## src/rtl/agc_pkg.sv

```systemverilog
// -----------------------------------------------------------------------------
// agc_pkg
// Shared types and default widths for the AGC controller slice.
//   agc_sel_t         : host write target (scale or offset register)
//   agc_ctrl_state_t  : load-path FSM states
//   AGC_*_BITS_DEF    : default scale / offset / statistics counter widths
// -----------------------------------------------------------------------------
package agc_pkg;

   typedef enum logic {
      SEL_SCALE  = 1'b0,
      SEL_OFFSET = 1'b1
   } agc_sel_t;

   typedef enum logic [1:0] {
      IDLE  = 2'd0,
      LOAD  = 2'd1,
      APPLY = 2'd2
   } agc_ctrl_state_t;

   localparam int AGC_SCALE_BITS_DEF  = 17;
   localparam int AGC_OFFSET_BITS_DEF = 16;
   localparam int AGC_CNT_BITS_DEF    = 24;

endpackage : agc_pkg

```

## src/rtl/agc_stat_counter.sv

```systemverilog
// -----------------------------------------------------------------------------
// agc_stat_counter
// One channel of windowed threshold statistics: saturating live gt/lt counters
// plus hold registers captured at window end.
// Ports:
//   clk_i, rst_i     : clock, asynchronous active-high reset
//   run_i            : counting enabled; low clears the live counters
//   win_end_i        : last sample of the current window (live restarts at 0)
//   latch_i          : copy this cycle's final counts into the hold registers
//   gt_i, lt_i       : per-cycle threshold flags for this channel
//   gt_hold_o        : held above-threshold count
//   lt_hold_o        : held below-threshold count
// -----------------------------------------------------------------------------
module agc_stat_counter #(
   parameter int CNT_BITS = 24
) (
   input  logic                clk_i,
   input  logic                rst_i,
   input  logic                run_i,
   input  logic                win_end_i,
   input  logic                latch_i,
   input  logic                gt_i,
   input  logic                lt_i,
   output logic [CNT_BITS-1:0] gt_hold_o,
   output logic [CNT_BITS-1:0] lt_hold_o
);

   logic [CNT_BITS-1:0] gt_live_q, gt_live_d;
   logic [CNT_BITS-1:0] lt_live_q, lt_live_d;
   logic [CNT_BITS-1:0] gt_hold_q, gt_hold_d;
   logic [CNT_BITS-1:0] lt_hold_q, lt_hold_d;
   logic [CNT_BITS-1:0] gt_inc, lt_inc;

   function automatic logic [CNT_BITS-1:0] sat_inc(input logic [CNT_BITS-1:0] v,
                                                   input logic               en);
      if (en && (v != {CNT_BITS{1'b1}}))
         return v + CNT_BITS'(1);
      return v;
   endfunction

   always_comb begin
      // the latched value includes the window's final sample
      gt_inc    = sat_inc(gt_live_q, gt_i);
      lt_inc    = sat_inc(lt_live_q, lt_i);
      gt_live_d = (!run_i || win_end_i) ? '0 : gt_inc;
      lt_live_d = (!run_i || win_end_i) ? '0 : lt_inc;
      gt_hold_d = latch_i ? gt_inc : gt_hold_q;
      lt_hold_d = latch_i ? lt_inc : lt_hold_q;
   end

   always_ff @(posedge clk_i or posedge rst_i) begin
      if (rst_i) begin
         gt_live_q <= '0;
         lt_live_q <= '0;
         gt_hold_q <= '0;
         lt_hold_q <= '0;
      end else begin
         gt_live_q <= gt_live_d;
         lt_live_q <= lt_live_d;
         gt_hold_q <= gt_hold_d;
         lt_hold_q <= lt_hold_d;
      end
   end

   assign gt_hold_o = gt_hold_q;
   assign lt_hold_o = lt_hold_q;

endmodule : agc_stat_counter

```

## src/rtl/agc_ctrl.sv

```systemverilog
// -----------------------------------------------------------------------------
// agc_ctrl
// Controller for a bank of agc_dsp channels. Serialises host scale/offset
// writes onto shared buses with per-channel stage-1 enables, issues one global
// apply pulse aligned to frame sync, and optionally gathers windowed per-channel
// gt/lt statistics for the software AGC loop.
//
// Build option: define AGC_CTRL_STATS_EN to build the statistics path. Without
// it, stat_valid_o / gt_cnt_o / lt_cnt_o are tied to 0 and stats inputs are
// ignored.
//
// Ports:
//   clk_i, rst_i            : clock, asynchronous active-high reset
//   wr_i/wr_chan_i/wr_sel_i : host write request (held until wr_ack_o),
//   wr_dat_i                  target channel, scale/offset select, data
//   wr_ack_o                : one-cycle write acknowledge
//   apply_req_i             : request to apply staged values
//   apply_pend_o            : apply pending
//   sync_i                  : frame-boundary strobe
//   scale_o, offset_o       : shared data buses to all DSPs
//   ce_scale_o, ce_offset_o : per-channel stage-1 enables
//   apply_o                 : global stage-2 load
//   gt_i, lt_i              : per-channel threshold flags
//   win_len_i, stat_run_i   : window length (0 acts as 1), counting enable
//   stat_valid_o, stat_ack_i: latched counts available / clear
//   stat_chan_i             : read-mux select
//   gt_cnt_o, lt_cnt_o      : registered latched counts for stat_chan_i
// -----------------------------------------------------------------------------
module agc_ctrl
   import agc_pkg::*;
#(
   parameter int    NCHAN       = 8,
   parameter int    SCALE_BITS  = AGC_SCALE_BITS_DEF,
   parameter int    OFFSET_BITS = AGC_OFFSET_BITS_DEF,
   parameter int    CNT_BITS    = AGC_CNT_BITS_DEF,
   parameter string CLKTYPE     = "NONE",
   localparam int   CHW         = (NCHAN > 1) ? $clog2(NCHAN) : 1
) (
   input  logic                   clk_i,
   input  logic                   rst_i,
   input  logic                   wr_i,
   input  logic [CHW-1:0]         wr_chan_i,
   input  logic                   wr_sel_i,
   input  logic [31:0]            wr_dat_i,
   output logic                   wr_ack_o,
   input  logic                   apply_req_i,
   output logic                   apply_pend_o,
   input  logic                   sync_i,
   output logic [SCALE_BITS-1:0]  scale_o,
   output logic [OFFSET_BITS-1:0] offset_o,
   output logic [NCHAN-1:0]       ce_scale_o,
   output logic [NCHAN-1:0]       ce_offset_o,
   output logic                   apply_o,
   input  logic [NCHAN-1:0]       gt_i,
   input  logic [NCHAN-1:0]       lt_i,
   input  logic [CNT_BITS-1:0]    win_len_i,
   input  logic                   stat_run_i,
   output logic                   stat_valid_o,
   input  logic                   stat_ack_i,
   input  logic [CHW-1:0]         stat_chan_i,
   output logic [CNT_BITS-1:0]    gt_cnt_o,
   output logic [CNT_BITS-1:0]    lt_cnt_o
);

   // ---------------------------------------------------------------------------
   // Load-path FSM
   // ---------------------------------------------------------------------------
   agc_ctrl_state_t        state_q, state_d;
   logic [SCALE_BITS-1:0]  scale_q, scale_d;
   logic [OFFSET_BITS-1:0] offset_q, offset_d;
   logic [NCHAN-1:0]       ce_scale_q, ce_scale_d;
   logic [NCHAN-1:0]       ce_offset_q, ce_offset_d;
   logic                   ack_q, ack_d;
   logic                   apply_q, apply_d;
   logic                   pend_q, pend_d;
   logic                   take_wr;

   // upper write-data bits beyond the target widths are truncated away
   logic unused_wr_bits;
   assign unused_wr_bits = ^wr_dat_i[31:SCALE_BITS];

   always_comb begin
      state_d     = state_q;
      scale_d     = scale_q;
      offset_d    = offset_q;
      ce_scale_d  = '0;
      ce_offset_d = '0;
      ack_d       = 1'b0;
      apply_d     = 1'b0;
      pend_d      = pend_q | apply_req_i;
      take_wr     = 1'b0;

      case (state_q)
         IDLE: begin
            // apply wins over a simultaneous write; the write stays held
            if (pend_q && sync_i) begin
               state_d = APPLY;
               apply_d = 1'b1;
            end else if (wr_i) begin
               take_wr = 1'b1;
            end
         end
         LOAD: begin
            state_d = IDLE;
         end
         APPLY: begin
            // requests arriving while the apply fires are absorbed by it
            pend_d  = 1'b0;
            state_d = IDLE;
            // a write stalled behind the apply is taken as the pulse ends
            if (wr_i) take_wr = 1'b1;
         end
         default: begin
            state_d = IDLE;
         end
      endcase

      if (take_wr) begin
         state_d = LOAD;
         ack_d   = 1'b1;
         if (agc_sel_t'(wr_sel_i) == SEL_OFFSET) begin
            offset_d               = wr_dat_i[OFFSET_BITS-1:0];
            ce_offset_d[wr_chan_i] = 1'b1;
         end else begin
            scale_d               = wr_dat_i[SCALE_BITS-1:0];
            ce_scale_d[wr_chan_i] = 1'b1;
         end
      end
   end

   always_ff @(posedge clk_i or posedge rst_i) begin
      if (rst_i) begin
         state_q     <= IDLE;
         scale_q     <= '0;
         offset_q    <= '0;
         ce_scale_q  <= '0;
         ce_offset_q <= '0;
         ack_q       <= 1'b0;
         apply_q     <= 1'b0;
         pend_q      <= 1'b0;
      end else begin
         state_q     <= state_d;
         scale_q     <= scale_d;
         offset_q    <= offset_d;
         ce_scale_q  <= ce_scale_d;
         ce_offset_q <= ce_offset_d;
         ack_q       <= ack_d;
         apply_q     <= apply_d;
         pend_q      <= pend_d;
      end
   end

   assign wr_ack_o     = ack_q;
   assign apply_pend_o = pend_q;
   assign scale_o      = scale_q;
   assign offset_o     = offset_q;
   assign ce_scale_o   = ce_scale_q;
   assign ce_offset_o  = ce_offset_q;
   assign apply_o      = apply_q;

`ifdef AGC_CTRL_STATS_EN
   // ---------------------------------------------------------------------------
   // Windowed statistics
   // ---------------------------------------------------------------------------
   logic [CNT_BITS-1:0] win_q, win_d;
   logic [CNT_BITS-1:0] win_last;
   logic                win_end;
   logic                latch;
   logic                valid_q, valid_d;
   logic [CNT_BITS-1:0] gt_cnt_q, gt_cnt_d;
   logic [CNT_BITS-1:0] lt_cnt_q, lt_cnt_d;
   logic [CNT_BITS-1:0] gt_hold [NCHAN];
   logic [CNT_BITS-1:0] lt_hold [NCHAN];

   always_comb begin
      // a zero-length window behaves as a one-cycle window
      win_last = (win_len_i == '0) ? '0 : (win_len_i - CNT_BITS'(1));
      // >= keeps the window bounded if win_len_i shrinks mid-window
      win_end  = stat_run_i && (win_q >= win_last);
      win_d    = (!stat_run_i || win_end) ? '0 : (win_q + CNT_BITS'(1));
      // unread results are kept; an ack in the same cycle drops the new window
      latch    = win_end && !valid_q && !stat_ack_i;
      valid_d  = stat_ack_i ? 1'b0 : (valid_q | latch);
      gt_cnt_d = gt_hold[stat_chan_i];
      lt_cnt_d = lt_hold[stat_chan_i];
   end

   always_ff @(posedge clk_i or posedge rst_i) begin
      if (rst_i) begin
         win_q    <= '0;
         valid_q  <= 1'b0;
         gt_cnt_q <= '0;
         lt_cnt_q <= '0;
      end else begin
         win_q    <= win_d;
         valid_q  <= valid_d;
         gt_cnt_q <= gt_cnt_d;
         lt_cnt_q <= lt_cnt_d;
      end
   end

   for (genvar n = 0; n < NCHAN; n++) begin : g_chan
      agc_stat_counter #(
         .CNT_BITS (CNT_BITS)
      ) u_cnt (
         .clk_i     (clk_i),
         .rst_i     (rst_i),
         .run_i     (stat_run_i),
         .win_end_i (win_end),
         .latch_i   (latch),
         .gt_i      (gt_i[n]),
         .lt_i      (lt_i[n]),
         .gt_hold_o (gt_hold[n]),
         .lt_hold_o (lt_hold[n])
      );
   end

   assign stat_valid_o = valid_q;
   assign gt_cnt_o     = gt_cnt_q;
   assign lt_cnt_o     = lt_cnt_q;
`else
   logic unused_stats;
   assign unused_stats = ^{gt_i, lt_i, win_len_i, stat_run_i, stat_ack_i, stat_chan_i};

   assign stat_valid_o = 1'b0;
   assign gt_cnt_o     = '0;
   assign lt_cnt_o     = '0;
`endif

endmodule : agc_ctrl

```

## config.mk

```make
export PLATFORM = sky130hd
export DESIGN_NAME = agc_ctrl
export DESIGN_NICKNAME = d
export VERILOG_FILES = /design/src/rtl/agc_pkg.sv /design/src/rtl/agc_stat_counter.sv /design/src/rtl/agc_ctrl.sv
export SDC_FILE = /design/constraint.sdc
export NUM_CORES = 1
export LEC_CHECK = 0
export CAP_MARGIN = 20
export CORE_MARGIN = 3
export CORE_UTILIZATION = 31
export CTS_BUF_LIST = sky130_fd_sc_hd__clkbuf_4 sky130_fd_sc_hd__clkbuf_8
export CTS_CLUSTER_SIZE = 28
export DETAILED_ROUTE_END_ITERATION = 10
export PLACE_DENSITY = 0.88
export SLEW_MARGIN = 10
export SYNTH_ARGS = -nofsm -noshare
export SYNTH_HDL_FRONTEND = slang
export SYNTH_SLANG_ARGS = --single-unit
```

## constraint.sdc

```tcl
create_clock -name clk_i -period 1.66 [get_ports clk_i]
set_clock_uncertainty 0.1 [all_clocks]
set_input_delay 0.249 -clock clk_i [delete_from_list [all_inputs] [get_ports clk_i]]
set_output_delay 0.249 -clock clk_i [all_outputs]
set_load 0.03 [all_outputs]
```

Word-level counts from Yosys, hierarchy flattened
Cells that the tools add are included.
W data, S select, Z words.
{"block": "op_classes", "n_mul": 0, "magnitude_cmp": 2, "n_div": 0, "reduce_logical": 5, "muxes": 16, "n_bitwise": 2, "eq_ne": 2, "addsub": 0, "shift": 0}
{"cell": "$mux W8", "count": 4}
{"cell": "$mux W1", "count": 7}
{"cell": "$mux W2", "count": 3}
{"cell": "$lt A3 B4 Y1 const B", "count": 1}
{"cell": "$reduce_and A2 Y1", "count": 2}
{"cell": "$demux W1 S3", "count": 1}
{"cell": "$ge A3 B1 Y1 const B", "count": 1}
{"cell": "$ne A3 B3 Y1 const B", "count": 1}
{"cell": "$eq A2 B2 Y1 const B", "count": 1}
{"cell": "$logic_and A1 B1 Y1", "count": 2}
{"cell": "$logic_not A2 Y1", "count": 1}
{"cell": "$pmux W1 S2", "count": 1}
{"cell": "$not A1 Y1", "count": 1}
{"cell": "$or A1 B1 Y1", "count": 1}
{"block": "totals", "out_inout_bits": 101, "rom_bits": 0, "word_cells": 35, "mem_bits_rw": 0, "ff_bits": 54, "in_bits": 86, "n_memories": 0, "latchBits": 0}

Longest topological paths before layout
Gate-level depths: netlist of run 1.
{"block": "logic_depth", "word_depth": 6, "depth_mapped": 5, "mapped_depth_nobuf": 3}

Least setup slack after synthesis of run 1
OpenSTA, ideal clock, no wires.
{"block": "synth_timing", "path_type": "flip-flop to flip-flop", "startpoint": "register pend_q (netlist: apply_pend_o)", "endpoint": "register scale_q[10] (netlist: scale_o[10])", "n_path_buf": 2, "synth_period_minus_slack_ns": 2.014, "setup_time_ns": 0.125, "t_required_ns": 1.435, "path_stages_with_launch": 6, "setup_slack_ns": -0.354, "arrival_ns": 1.789, "path_cell_list": "dfrtp_1 > and3b_4 > or4b_4 > buf_6 > buf_6 > mux2_4"}
{"block": "synth_between", "elab_chain_len": 4}
{"item": "start, declared", "line_no": "agc_ctrl.sv:75", "rtl": "logic pend_q, pend_d;"}
{"item": "start signal, assigned", "line_no": "agc_ctrl.sv:149", "rtl": "pend_q <= pend_d;"}
{"item": "$logic_and A1 B1 Y1", "line_no": "agc_ctrl.sv:96", "rtl": "if (pend_q && sync_i) begin"}
{"item": "$mux W1", "line_no": "agc_ctrl.sv:96"}
{"item": "$pmux W1 S2", "line_no": "agc_ctrl.sv:93", "rtl": "case (state_q)"}
{"item": "$reduce_and A2 Y1 (no source line)"}
{"item": "end signal, assigned", "line_no": "agc_ctrl.sv:143", "rtl": "scale_q <= scale_d;"}
{"item": "end, declared", "line_no": "agc_ctrl.sv:69", "rtl": "logic [SCALE_BITS-1:0] scale_q, scale_d;"}
No other way between the ends.
A chain may end at the register's enable or synchronous reset.

Worst setup path in the final report of run 1
{"block": "layout_timing", "startpoint": "register pend_q (netlist: apply_pend_o)", "endpoint": "register scale_q[8] (netlist: scale_o[8])"}
The elaborated chain is that of the path after synthesis.

==> results.ini, run 1 <==
[sta]
rsz0062_at_grt = yes
min_period_ns = 1.824
final-max-slew-violation-count = 0
finalCritPeriodShare_pct = 109.9
finalSetupViolCount = 42
setup_ws_ns = -0.1645
hold_viol_final = 0
fmax_mhz = 548.1

[routing]
postRouteAntennaNets = 0
drt-pass1-iter-count = 4
vias_per_cell = 4.096
post_drt_wl_per_cell_um = 13.56
drtIter0Drc = 34
drc = 0
vias = 1532
wl_mm = 5.072

[synth]
synthDominantCellAreaShare_pct = 56.28
syn_area_um2 = 2401
ys_seq_elements = 54
synth_seq_area_share_pct = 56.28
syn_inst = 177
synth_cell_types = 24
yosys.area.top_type = dfrtp_1
ys_warn_count = 0
synthTopCellsByArea = dfrtp_1, buf_4, mux2_2
avgSynthCellArea_um2 = 13.57

[floorplan]
start_util_pct = 32.58
die_h_um = 94.01
core_um2 = 7370
io_pins = 187
die_x_um = 94.01
rows = 31
dieArea_um2 = 8837

[clocking]
clk_pin_slew_ns = 0.09
clk-insertion-delay-late_ns = 0.29
clock_path_buffers = 2
cts_sinks = 54
root_buffer = clkbuf_8
cts_buffers = 5
htreeDepth = 2
cts_hold_buf = 0
cts_tree = yes

[placed_design]
portBuffers = 77
gp_congestion = 0.6796
dp.cells = 358
dpl.hpwl_mm = 3.656

[power_and_ir_drop]
peakVddDrop_v = 0.0003779
switchingPower_mw = 1.813
swShare_pct = 37.86
cellLeakagePower_nw = 1.950
pwr-share-seq_pct = 38.5
pwr-share-comb_pct = 43.5
p_per_area_nw_per_um2 = 1351
p_int_mw = 2.975
pwr-share-clk_pct = 18.0
power_mw = 4.788

[layout]
layout-drive-gt1-share_pct = 28.00
antenna_cells = 0
fin_nets = 360
syn2layout_area_growth_pct = 47.58
final_cell_mix = dfrtp_1, conb_1, dlygate4sd2_1
final_common_cell = dfrtp_1
finalNonFillerCells = 374

[worst_setup_path]
required_ns = 1.75
path_cells = and3b_4 > or4b_4 > clkbuf_16 > mux2_4
path_buf_inv = 1
cp_max_fo = 5
start_kind = flip-flop
cpPeakStageDelay_ns = 0.54
cp_slowest_cell = or4b_4
critPathKind = reg2reg
critPathCaptureType = flip-flop
arrival_ns = 1.91
reg2reg_slack_ns = -0.16
cpLargestDelayFamily = simple AND/OR/NAND/NOR gates

[run_status]
outcome = finished, violations left
violations = setup timing

[global_route]
grtUsageTotal_pct = 10.76
antenna_found_initial = 0
grt_max_degree = 22
grt_pass1_vias = 1467
grt_first_pass_wirelength_mm = 7.500
gr-total-overflow = 0

[hold_path]
hold_class = in2async

[job]
max_cap_violations = 0

final timing paths:
kind                       cells after the start             to         start
max                                            4     scale_o[8]  apply_pend_o
min                                            2  ce_scale_o[7]         rst_i
max reg2reg                                    4     scale_o[8]  apply_pend_o
min reg2reg                                    1   offset_o[15]  offset_o[15]
max in group asynchronous                      3     scale_o[3]         rst_i
min in group clk_i                             1   offset_o[15]  offset_o[15]
cell families after synthesis:
family / after synthesis / share of synthesized area, %
buffers and inverters: 58 / 17.72
DFF: 54 / 56.28
muxes: 33 / 17.35
and+or+nand+nor: 30 / 8.286
AOI/OAI and AO/OA: 1 / 0.2082
other: 1 / 0.1562
power groups by stage:
stage               registers, mW  clock network, mW  logic, mW
finish                       1.85              0.860       2.08
global route                 1.89              0.938       2.20
CTS                          1.85              0.896       2.05
detailed placement           1.89                  0       2.23
global placement             1.87                  0       2.19
floorplan                    2.54                  0      0.723
stage by stage:
stage	setup slack, ns	hold slack (ns)	util (%)	instance area (µm²)	TNS, ns
global placement	-0.4362	0.3280	44.01	3243	-16.62
floorplan	-0.2931	0.2167	-	2623	-6.243
detailed placement	-0.4967	0.3548	44.01	3243	-17.82
global route	-0.1825	0.2297	48.08	3543	-5.257
finish	-0.1645	0.2067	48.08	3543	-4.221
CTS	-0.1611	0.2112	46.37	3417	-4.450
registers in the layout (all words and copies together) (netlist names):
signal	flops
ce_offset_o	8
scale_o	17
wr_ack_o	1
apply_pend_o	1
state_q	2
ce_scale_o	8
apply_o	1
offset_o	16
synth_stat cells:
cell type and instances:
mux2_4 12, nor3b_1 4, and2_1 2, nor3_2 1, conb_1 1, dfrtp_1 54
buf_2 1, nor2b_1 1, nand2b_1 2, buf_4 49, and4b_1 1, and4_1 1
buf_6 3, clkbuf_1 2, nor4_1 2, nand2_1 2, nor3_1 6, and3b_4 1
inv_1 3, nor2_1 2, or4b_4 1, mux2_2 21, and3_1 4, a21oi_1 1
routing by layer:
layer / track usage, % / share of wire, %
met5: 0 / 0
met2: 19.16 / 51
met1: 12.72 / 38
met4: 3.249 / 0.95
met3: 2.644 / 9.4
final cells by class:
cell class                 count  area [µm²]
clock buffer                   6       76.32
clock inverter                 2       37.54
fill                         635        3826
inverter                       3       15.01
multi-input combinational    113       907.1
sequential                    54        1353
tap                           99       123.9
timing repair buffer          97        1031
timing repair:
action	4_1_cts	5_1_grt
setup buffers	4	2
setup endpoints to repair	80	62
pin swaps	2	5
gates cloned	1	1
gates resized for setup	51	25
Note: power is estimated with default switching activity, not from simulation.
==> inputs of run 2 (changes only) <==
--- a/config.mk
+++ b/config.mk
@@ -6,12 +6,14 @@
 export NUM_CORES = 1
 export LEC_CHECK = 0
 export CAP_MARGIN = 20
+export CELL_PAD_IN_SITES_DETAIL_PLACEMENT = 1
+export CELL_PAD_IN_SITES_GLOBAL_PLACEMENT = 1
 export CORE_MARGIN = 3
-export CORE_UTILIZATION = 31
+export CORE_UTILIZATION = 22
 export CTS_BUF_LIST = sky130_fd_sc_hd__clkbuf_4 sky130_fd_sc_hd__clkbuf_8
 export CTS_CLUSTER_SIZE = 28
 export DETAILED_ROUTE_END_ITERATION = 10
-export PLACE_DENSITY = 0.88
+export PLACE_DENSITY = 0.86
 export SLEW_MARGIN = 10
 export SYNTH_ARGS = -nofsm -noshare
 export SYNTH_HDL_FRONTEND = slang
==> run 2 against run 1 <==
The run still ends with setup timing left. First-iteration DRC count up 29%. Worst setup slack better by 0.019 ns. Via count down 2.4%. Cell count up 8.8%. Count of clock-buffer cells in the layout unchanged. Combinational power about the same. Hold slack better by 0.083 ns. Critical endpoint is now scale_o[6]. Largest cell class unchanged.
==> results.ini, run 2 (same netlist as run 1, synthesis figures left out) <==
[worst_setup_path]
cp_max_fo = 20  ; was 5
cp_slowest_cell = or4b_4  ; unchanged
regToRegEndpoint = scale_o[6]  ; was scale_o[8]
startpoint = apply_pend_o  ; unchanged
worst_r2r_path_depth = 4  ; unchanged
path_cells = and3b_4 > or4b_4 > buf_12 > mux2_4  ; was and3b_4 > or4b_4 > clkbuf_16 > mux2_4
critPathCaptureType = flip-flop  ; unchanged
arrival_ns = 1.89  ; was 1.91 ns
regToRegStartpoint = apply_pend_o  ; unchanged
critPathKind = reg2reg  ; unchanged
cpPeakStageDelay_ns = 0.50  ; was 0.54 ns
reg2reg_slack_ns = -0.15  ; was -0.16 ns
start_kind = flip-flop  ; unchanged
crit_end = scale_o[6]  ; was scale_o[8]
required_ns = 1.75  ; about the same

[clocking]
cts_tree = yes  ; unchanged
root_buffer = clkbuf_8  ; unchanged
clk-insertion-delay-late_ns = 0.29  ; about the same
cts_sinks = 54  ; unchanged
cts_buffers = 5  ; unchanged
htreeDepth = 2  ; unchanged
clk_pin_slew_ns = 0.10  ; was 0.09 ns
clock_path_buffers = 2  ; unchanged

[run_status]
outcome = finished, violations left  ; unchanged
violations = setup timing  ; unchanged

[sta]
hold_viol_final = 0  ; unchanged
rsz0062_at_grt = yes  ; unchanged
finalSetupViolCount = 39  ; was 42
finalCritPeriodShare_pct = 108.8  ; was 109.9%
min_period_ns = 1.805  ; was 1.824 ns
fmax_mhz = 553.9  ; was 548.1 MHz
final-max-slew-violation-count = 0  ; unchanged
setup_ws_ns = -0.1454  ; was -0.1645 ns

[layout]
final_cell_mix = dfrtp_1, dlygate4sd2_1, conb_1  ; was dfrtp_1, conb_1, dlygate4sd2_1
antenna_cells = 0  ; unchanged
fin_nets = 356  ; was 360
fillerInstances = 1169  ; was 635
final_common_cell = dfrtp_1  ; unchanged
largest_reg_flops = 17  ; unchanged
syn2layout_area_growth_pct = 43.93  ; was 47.58%
finalNonFillerCells = 407  ; was 374
layout-drive-gt1-share_pct = 25.83  ; was 28.00%

[routing]
vias_per_cell = 3.673  ; was 4.096
drtIter0Drc = 44  ; was 34
drt-pass1-iter-count = 4  ; unchanged
postRouteAntennaNets = 0  ; unchanged
drc = 0  ; unchanged
post_drt_wl_per_cell_um = 14.05  ; was 13.56 µm
vias = 1495  ; was 1532
wl_mm = 5.717  ; was 5.072 mm

[power_and_ir_drop]
cellLeakagePower_nw = 1.732  ; was 1.950 nW
p_per_area_nw_per_um2 = 1404  ; was 1351 nW/µm²
peakVddDrop_v = 0.0005910  ; was 0.0003779 V
power_mw = 4.851  ; was 4.788 mW

[floorplan]
core_um2 = 10460  ; was 7370 µm²
dieArea_um2 = 12200  ; was 8837 µm²
start_util_pct = 22.95  ; was 32.58%
die_x_um = 110.5  ; was 94.01 µm
die_h_um = 110.5  ; was 94.01 µm
rows = 37  ; was 31
io_pins = 187  ; unchanged

[job]
max_cap_violations = 0  ; unchanged

[global_route]
grt_first_pass_wirelength_mm = 8.907  ; was 7.500 mm
grtUsageTotal_pct = 9.011  ; was 10.76%
antenna_found_initial = 0  ; unchanged
grt_max_degree = 55  ; was 22
grt_pass1_vias = 1607  ; was 1467
gr-total-overflow = 0  ; unchanged

[hold_path]
hold_class = in2async  ; unchanged

[placed_design]
dp.cells = 393  ; was 358
dpl.hpwl_mm = 4.006  ; was 3.656 mm
portBuffers = 77  ; unchanged
gp_congestion = 0.7469  ; was 0.6796

run 2: critical path, delay by kind of cell, from the launching register on:
kind	cells	cell delay, ns
and+or+nand+nor	2	0.68
muxes	1	0.31
buffers and inverters	1	0.18
DFF	1	0.42
run 2: layout make-up:
| cell class | instances | area [µm²] | area share [%] |
|---|---|---|---|
| clock buffer | 6 | 76.32 | 2.209 |
| clock inverter | 2 | 37.54 | 1.086 |
| inverter | 3 | 15.01 | 0.4345 |
| multi-input combinational | 113 | 892.1 | 25.81 |
| sequential | 54 | 1353 | 39.14 |
| tap | 136 | 170.2 | 4.924 |
| timing repair buffer | 93 | 912.1 | 26.39 |
run 2: how the worst min path moves through the flow:
stage | from | depth (start not counted) | to | slack, ns
floorplan | rst_i | 1 | apply_o | 0.22
global route | rst_i | 3 | scale_o[9] | 0.29
detailed placement | state_q[1] | 1 | apply_pend_o | 0.37
global placement | state_q[1] | 1 | apply_pend_o | 0.33
finish | rst_i | 3 | offset_o[2] | 0.29
CTS | rst_i | 3 | offset_o[2] | 0.30
run 2: routing by layer:
| layer | routed length (µm) | share of wire [%] | GRT usage, % |
|---|---|---|---|
| met5 | 0 | 0 | 0 |
| met4 | 25 | 0.44 | 1.970 |
| met3 | 384 | 6.7 | 2.411 |
| met2 | 2836 | 50 | 15.90 |
| met1 | 2471 | 43 | 10.98 |
run 2: timing repair:
action	CTS	global route
hold endpoints to repair	0	0
setup endpoints to repair	91	47
gates resized for setup	68	1
setup buffers	4	0
cloned	1	1
hold buffers	0	0
run 2: per-stage QoR:
step | hold slack [ns] | setup slack [ns] | util [%] | cell area, µm² | setup TNS [ns]
floorplan | 0.2167 | -0.2931 | - | 2623 | -6.243
CTS | 0.2955 | -0.1538 | 32.76 | 3427 | -4.431
global route | 0.2883 | -0.1926 | 33.03 | 3456 | -6.539
finish | 0.2893 | -0.1454 | 33.03 | 3456 | -4.171
global placement | 0.3332 | -0.3900 | 31.18 | 3262 | -15.45
detailed placement | 0.3713 | -0.4139 | 31.18 | 3262 | -16.37
run 2: where the power goes:
group | switching, mW | leakage (nW) | internal (mW) | total [mW]
combinational | 1.24 | 1.01 | 0.861 | 2.10
sequential | 0.185 | 0.671 | 1.66 | 1.84
clock | 0.437 | 0.0548 | 0.467 | 0.904
total | 1.86 | 1.73 | 2.99 | 4.85
==> inputs of run 3 (changes only) <==
--- a/config.mk
+++ b/config.mk
@@ -5,7 +5,7 @@
 export SDC_FILE = /design/constraint.sdc
 export NUM_CORES = 1
 export LEC_CHECK = 0
-export CAP_MARGIN = 20
+export CAP_MARGIN = 10
 export CELL_PAD_IN_SITES_DETAIL_PLACEMENT = 1
 export CELL_PAD_IN_SITES_GLOBAL_PLACEMENT = 1
 export CORE_MARGIN = 3
==> results of run 3 <==
Final layout, timing and power as in run 2 (identical DEF).
